==> src/rtl/adam_fpga_rst_seq.sv <==
// Board-level reset sequencer: conditions rstn and the clocking lock, then releases
// staged active-high domain resets in order, tracking the cause of the last reset.
`timescale 1ns/1ps

module adam_fpga_rst_seq #(
  parameter int NO_STAGES       = 3,
  parameter int DEBOUNCE_CYCLES = 16,
  parameter int STAGE_GAP       = 16,
  parameter int HOLD_CYCLES     = 8
) (
  input  logic                 clk,
  input  logic                 rstn,
  input  logic                 lock_i,
  input  logic                 sw_rst_req,
  output logic [NO_STAGES-1:0] rst_o,
  output logic                 rst_done,
  output logic [1:0]           rst_cause
);

  localparam int MAX_AB  = (DEBOUNCE_CYCLES > STAGE_GAP) ? DEBOUNCE_CYCLES : STAGE_GAP;
  localparam int MAX_CNT = (MAX_AB > HOLD_CYCLES) ? MAX_AB : HOLD_CYCLES;
  localparam int CW      = $clog2(MAX_CNT) + 1;
  localparam int SW      = $clog2(NO_STAGES) + 1;

  localparam logic [CW-1:0] DEB_LAST   = CW'(DEBOUNCE_CYCLES - 1);
  localparam logic [CW-1:0] GAP_LAST   = CW'(STAGE_GAP - 1);
  localparam logic [CW-1:0] HOLD_LAST  = CW'(HOLD_CYCLES - 1);
  localparam logic [SW-1:0] LAST_STAGE = SW'(NO_STAGES - 1);

  localparam logic [1:0] CAUSE_RSTN = 2'd0;
  localparam logic [1:0] CAUSE_LOCK = 2'd1;
  localparam logic [1:0] CAUSE_SW   = 2'd2;

  localparam logic [NO_STAGES-1:0] ALL_ON  = {NO_STAGES{1'b1}};
  localparam logic [NO_STAGES-1:0] ALL_OFF = {NO_STAGES{1'b0}};

  typedef enum logic [2:0] {
    ST_RESET     = 3'd0,
    ST_WAIT_LOCK = 3'd1,
    ST_RELEASE   = 3'd2,
    ST_RUN       = 3'd3,
    ST_HOLD      = 3'd4
  } state_e;

  state_e               state_r;
  state_e               state_s;
  logic [CW-1:0]        cnt_r;
  logic [CW-1:0]        cnt_s;
  logic [SW-1:0]        stage_idx_r;
  logic [SW-1:0]        stage_idx_s;
  logic [NO_STAGES-1:0] rst_s;
  logic                 done_s;
  logic [1:0]           cause_s;
  logic [NO_STAGES-1:0] stage_mask_s;
  logic                 lock_meta_r;
  logic                 lock_s;
  logic                 abort_s;

  // Two-flop synchronizer for the asynchronous lock input
  always_ff @(posedge clk) begin
    if (!rstn) begin
      lock_meta_r <= 1'b0;
      lock_s      <= 1'b0;
    end else begin
      lock_meta_r <= lock_i;
      lock_s      <= lock_meta_r;
    end
  end

  assign abort_s = ~lock_s | sw_rst_req;

  // One-hot mask selecting the stage currently being released
  always_comb begin
    stage_mask_s = ALL_OFF;
    for (int i = 0; i < NO_STAGES; i++) begin
      if (SW'(i) == stage_idx_r) begin
        stage_mask_s[i] = 1'b1;
      end else begin
        stage_mask_s[i] = 1'b0;
      end
    end
  end

  // Next-state and next-output logic; lock loss outranks a software request
  always_comb begin
    state_s     = state_r;
    cnt_s       = cnt_r;
    stage_idx_s = stage_idx_r;
    rst_s       = rst_o;
    done_s      = rst_done;
    cause_s     = rst_cause;
    case (state_r)
      ST_RESET: begin
        state_s     = ST_WAIT_LOCK;
        cnt_s       = {CW{1'b0}};
        stage_idx_s = {SW{1'b0}};
        rst_s       = ALL_ON;
        done_s      = 1'b0;
      end
      ST_WAIT_LOCK: begin
        rst_s  = ALL_ON;
        done_s = 1'b0;
        if (lock_s) begin
          if (cnt_r == DEB_LAST) begin
            state_s     = ST_RELEASE;
            cnt_s       = {CW{1'b0}};
            stage_idx_s = {SW{1'b0}};
          end else begin
            cnt_s = cnt_r + CW'(1);
          end
        end else begin
          cnt_s = {CW{1'b0}};
        end
      end
      ST_RELEASE: begin
        if (abort_s) begin
          state_s     = ST_HOLD;
          cnt_s       = {CW{1'b0}};
          stage_idx_s = {SW{1'b0}};
          rst_s       = ALL_ON;
          done_s      = 1'b0;
          cause_s     = lock_s ? CAUSE_SW : CAUSE_LOCK;
        end else if (cnt_r == GAP_LAST) begin
          rst_s       = rst_o & ~stage_mask_s;
          cnt_s       = {CW{1'b0}};
          stage_idx_s = stage_idx_r + SW'(1);
          if (stage_idx_r == LAST_STAGE) begin
            state_s = ST_RUN;
            done_s  = 1'b1;
          end else begin
            state_s = ST_RELEASE;
          end
        end else begin
          cnt_s = cnt_r + CW'(1);
        end
      end
      ST_RUN: begin
        if (abort_s) begin
          state_s     = ST_HOLD;
          cnt_s       = {CW{1'b0}};
          stage_idx_s = {SW{1'b0}};
          rst_s       = ALL_ON;
          done_s      = 1'b0;
          cause_s     = lock_s ? CAUSE_SW : CAUSE_LOCK;
        end else begin
          rst_s  = ALL_OFF;
          done_s = 1'b1;
        end
      end
      ST_HOLD: begin
        rst_s  = ALL_ON;
        done_s = 1'b0;
        if (cnt_r == HOLD_LAST) begin
          state_s = ST_WAIT_LOCK;
          cnt_s   = {CW{1'b0}};
        end else begin
          cnt_s = cnt_r + CW'(1);
        end
      end
      default: begin
        state_s     = ST_RESET;
        cnt_s       = {CW{1'b0}};
        stage_idx_s = {SW{1'b0}};
        rst_s       = ALL_ON;
        done_s      = 1'b0;
      end
    endcase
  end

  // State, counters and registered outputs
  always_ff @(posedge clk) begin
    if (!rstn) begin
      state_r     <= ST_RESET;
      cnt_r       <= {CW{1'b0}};
      stage_idx_r <= {SW{1'b0}};
      rst_o       <= ALL_ON;
      rst_done    <= 1'b0;
      rst_cause   <= CAUSE_RSTN;
    end else begin
      state_r     <= state_s;
      cnt_r       <= cnt_s;
      stage_idx_r <= stage_idx_s;
      rst_o       <= rst_s;
      rst_done    <= done_s;
      rst_cause   <= cause_s;
    end
  end

endmodule
==> config.mk <==
export PLATFORM = sky130hd
export DESIGN_NAME = adam_fpga_rst_seq
export DESIGN_NICKNAME = d
export VERILOG_FILES = /design/src/rtl/adam_fpga_rst_seq.sv
export SDC_FILE = /design/constraint.sdc
export NUM_CORES = 1
export LEC_CHECK = 0
export CAP_MARGIN = 20
export CORE_MARGIN = 2
export CORE_UTILIZATION = 55
export DETAILED_ROUTE_END_ITERATION = 10
export PLACE_DENSITY_LB_ADDON = 0.3
export SKIP_CTS_REPAIR_TIMING = 1
export SLEW_MARGIN = 10
export SYNTH_ARGS = -nofsm -noshare
export SYNTH_HDL_FRONTEND = slang
export SYNTH_SLANG_ARGS = --single-unit
==> constraint.sdc <==
create_clock -name clk -period 2.3 [get_ports clk]
set_clock_uncertainty 0.15 [all_clocks]
set_input_delay 0.345 -clock clk [delete_from_list [all_inputs] [get_ports clk]]
set_output_delay 0.345 -clock clk [all_outputs]
set_load 0.02 [all_outputs]
; ---- Yosys cells after proc, flatten, opt, wreduce, memory -nomap -nowiden
; Index checks and enable logic that the tools add are counted.
[word_totals]
regBits = 19
out_inout_bits = 6
elab_cells = 70
[op_classes]
add_sub_neg = 2
eq_ne = 15
n_mux = 33
bitwise_logic = 5
n_reduce_logical = 7
[ops]
columns = op, n
row1 = $mux 3, 14
row2 = $mux 5, 5
row3 = $pmux 5 s4, 1
row4 = $pmux 3 s5, 1
row5 = $pmux 3 s4, 1
row6 = $reduce_and 5->1, 2
row7 = $eq 3x2->1 const B, 3
row8 = $mux 1, 8
row9 = $ne 2x2->1 const B, 4
row10 = $logic_not 3->1, 2
row11 = $ne 3x3->1 const B, 2
row12 = $pmux 3 s2, 1
row13 = $add 5x1->5 const B, 1
row14 = $eq 5x3->1 const B, 1
row15 = $eq 5x4->1 const B, 1
row16 = $reduce_and 2->1, 2
row17 = $add 3x1->3 const B, 1
row18 = $and 3x3->3, 1
row19 = $eq 1x3->1 const A, 1
row20 = $eq 2x3->1 const A, 1
row21 = $eq 3x1->1 const B, 1
row22 = $eq 3x3->1 const B, 1
row23 = $not 3->3, 1
row24 = $mux 2, 1
row25 = other kinds (4), 5

; ---- Logic depth before layout (Yosys ltp)
[depth]
depth_word = 7
mapped_depth = 8
depth_no_buf = 8

; ---- Least setup slack after synthesis
; OpenSTA, ideal clock, no wires.
[synth_timing]
kind = register -> register
start = register cnt_r[0]
end = register stage_idx_r[2]
t_arrival_ns = 1.681
required_time_ns = 2.088
path_slack_ns = 0.407
stages_incl_launch_ff = 9
path_buffers = 0
period_less_slack_ns = 1.893
path_cell_list = dfxtp_1 ha_1 nand3_1 inv_1 ha_1 a21o_1 or2_0 a211o_1 nand3_1
[synth_between]
elab_chain_len = 3
word_cells_on_any_way = 4
classes_between = eq/ne: 3 / reduce/logical: 1
[synth_lines]
columns = item, line
row1 = from (decl), 47  ; logic [CW-1:0] cnt_r;
row2 = from (signal assigned), 174  ; cnt_r <= {CW{1'b0}};
row3 = from (signal assigned), 181  ; cnt_r <= cnt_s;
row4 = $eq 5x4->1 *, "104, 123"
row5 = $ne 3x3->1 (no source line) / $ne 2x2->1 (equally long branches), n/a
row6 = $reduce_and 5->1 (no source line) *, n/a
row7 = to (signal assigned), 175  ; stage_idx_r <= {SW{1'b0}};
row8 = to (signal assigned), 182  ; stage_idx_r <= stage_idx_s;
row9 = to (decl), 49  ; logic [SW-1:0] stage_idx_r;
; Mark *: on every way between the ends. The rest lies on a longest branch, timed or not.
; A chain may end at the register's enable or synchronous reset.

; ---- Worst setup path after layout
; Same ends and word-level chain as after synthesis.

==> flow_summary.json <==
{
  "cts_max_path_buffers": 2,
  "p_per_area_nw_per_um2": 435,
  "hold_violations": 0,
  "insertion_delay_ns": 0.30,
  "drc": 0,
  "first_global_vias": 934,
  "die_h_um": 48.7,
  "crit_path_start_kind": "flip-flop",
  "cts.clk_slew.worst_paths_ns": 0.11,
  "die_w_um": 48.7,
  "seq_area_um2": 380,
  "cts_max_level": 1,
  "met3_usage_pct": 4.01,
  "drive_above_1_share_pct": 7.91,
  "setup_viol": 0,
  "rsz0062_at_grt": "no",
  "wl_per_cell_um": 13.0,
  "die_area_um2": 2380,
  "clock-sinks": 19,
  "finalCriticalPeriod_ns": 2.08,
  "numCtsBuffers": 3,
  "area_growth_pct": 13.4,
  "slew_headroom_pct": 71.5,
  "synth_area_per_cell_um2": 8.60,
  "grt_max_degree": 14,
  "crit_path_cell_trace": "ha_1 > nand3_1 > inv_1 > ha_1 > a21o_1 > or2_0 > a211o_1 > nand3_1",
  "postRouteAntennaNets": 0,
  "setup_tns_ns": 0,
  "io_pins": 10,
  "grt_pass1_wl_um": 3880,
  "cts_tree": "built",
  "grt_overflow": 0,
  "initialDrtViolationCount": 24,
  "arrival_ns": 2.17,
  "required_ns": 2.39,
  "placementRows": 16,
  "maxCapViolCount": 0,
  "synth_nets": 139,
  "multi_input_area_um2": 669,
  "port_buffers": 9,
  "fmax_ghz": 0.481,
  "ys_warn_count": 0,
  "finalPower_uw": 544,
  "hold_path.class": "flip-flop to flip-flop",
  "synth-edff-count": 0,
  "crit_fanout": 6,
  "grt-busiest-layer": "met2",
  "min_period_over_period_pct": 90.4,
  "diodes": 0,
  "cts_root_buffer": "clkbuf_4",
  "fin_nets": 151,
  "hpwl_um": 1730,
  "cp_slowest_cell": "dfxtp_1",
  "grt_usage_pct": 20.5,
  "vias": 948,
  "synthFlopType": "dfxtp_1",
  "stdcell_count": 166,
  "path_class": "flip-flop to flip-flop",
  "gp_congestion": 0.849,
  "cp-end-kind": "flip-flop",
  "status": "finished clean",
  "async_flop_share_pct": 0,
  "dp_slack_ns": 0.206,
  "vias_per_cell": 5.71,
  "syn_inst": 128,
  "ir_worst_vdd_mv": 0.438,
  "slew_violations": 0,
  "synth_seq_cells": 19,
  "use_met1_pct": 25.2,
  "syn_area_um2": 1100,
  "max_slew.worst_pin.slew_ns": 0.426,
  "fillers": 174,
  "wl_um": 2160,
  "initial_core_util_pct": 57.3,
  "max_stage_delay_ns": 0.37,
  "placed_cells": 162,
  "synth-seq-area-share_pct": 34.5,
  "antenna_found_initial": 0,
  "setup_slack_ns": 0.220,
  "ys_types": 44,
  "first_pass_iters": 4,
  "fp.coreArea_um2": 1920,
  "p_leak_uw": 0.000492,
  "grt_use_met2_pct": 35.2
}
per-layer routing:
| metal | vias to the layer above | share of wire, % |
|---|---|---|
| li1 | 473 | - |
| met1 | 444 | 45 |
| met2 | 26 | 49 |
| met3 | 5 | 4.2 |
| met4 | 0 | 1.2 |
| met5 | - | 0 |
cells by family (layout without fill, tap and decap cells):
group / after synthesis / in the layout / share of synthesized area (%)
adder cells (fa/ha/maj): 7 / 7 / 7.95
buffers and inverters: 13 / 24 / 4.66
XOR/XNOR: 1 / 1 / 0.796
multiplexers: 3 / 3 / 2.73
AO/OA/AOI/OAI: 31 / 31 / 21.6
AND/OR/NAND/NOR: 54 / 54 / 27.7
flip-flops: 19 / 19 / 34.5
final cells by class:
class                           count  area share [%]
Multi-Input combinational cell     96            53.6
Sequential cell                    19            30.5
Timing Repair Buffer               11            8.42
Inverter                            9            2.71
Tap cell                           27            2.71
Clock buffer                        4            2.10
synth_stat cells, drive strengths merged, types with 2 or more instances:
| cell | n | area, um^2 |
|---|---|---|
| o31a | 2 | 17.5 |
| a21o | 2 | 15.0 |
| clkbuf | 2 | 7.51 |
| mux2i | 3 | 30.0 |
| a31oi | 2 | 27.5 |
| and2 | 3 | 18.8 |
| ha | 7 | 87.6 |
| o311ai | 2 | 17.5 |
| nor3b | 2 | 15.0 |
| nor2 | 12 | 45.0 |
| inv | 9 | 33.8 |
| nand3 | 5 | 25.0 |
| nand2b | 6 | 45.0 |
| nand4 | 2 | 12.5 |
| buf | 2 | 10.0 |
| nor3 | 2 | 15.0 |
| a21oi | 8 | 40.0 |
| o21a | 2 | 15.0 |
| nor2b | 3 | 18.8 |
| nand2 | 10 | 37.5 |
| and2b | 3 | 22.5 |
| dfxtp | 19 | 380 |
| o21ai | 3 | 15.0 |
placed cells by master, fill, tap and decap left out, drive strengths merged, types with 2 or more instances in the layout:
cell type	instances
o311ai	2
nor3	2
nor2b	3
nand2	10
ha	7
nand2b	6
and2b	3
buf	2
mux2i	3
o31a	2
nor2	12
clkbuf	4
o21a	2
clkdlybuf4s50	9
and2	3
nand3	5
dfxtp	19
o21ai	3
a21o	2
nand4	2
a31oi	2
inv	9
nor3b	2
a21oi	8
worst max-delay path: cells and delay by family, from the launching register on:
kind	cells	cell delay [ns]
DFF	1	0.37
AOI/OAI and AO/OA	2	0.52
buffers and inverters	1	0.05
and+or+nand+nor	3	0.41
adders and majority gates	2	0.52
stage by stage:
step           area, um^2  hold WS [ns]  utilization (%)
5_1_grt              1250         0.321             65.0
2_1_floorplan        1100         0.262                -
3_5_place_dp         1220         0.280             63.6
3_3_place_gp         1220         0.266             63.6
4_1_cts              1250         0.304             65.0
6_report             1250         0.299             65.0
flip-flops by register name (all words and copies together), names as in the netlist:
signal / flops
lock_meta_r: 1
rst_done: 1
state_r: 3
rst_o: 3
cnt_r: 5
lock_s: 1
rst_cause: 2
stage_idx_r: 3
path summary, 6_finish.rpt:
kind                     startpoint                          end  slack (ns)  cells after the start
min          lock_meta_r$_SDFF_PN0_            lock_s$_SDFF_PN0_        0.30                      1
min reg2reg  lock_meta_r$_SDFF_PN0_            lock_s$_SDFF_PN0_        0.30                      1
max reg2reg   cnt_r[0]$_SDFFE_PN0N_  stage_idx_r[2]$_SDFFE_PN0P_        0.22                      8
max           cnt_r[0]$_SDFFE_PN0N_  stage_idx_r[2]$_SDFFE_PN0P_        0.22                      8
power breakdown:
| group | internal, uW | leakage (uW) | total, uW | switching [uW] |
|---|---|---|---|---|
| clock | 67.7 | 0.0000150 | 170 | 102 |
| sequential | 332 | 0.000154 | 340 | 7.31 |
| combinational | 16.5 | 0.000323 | 34.4 | 17.9 |
| total | 417 | 0.000492 | 544 | 127 |
Power figures use the tool's default switching activity.
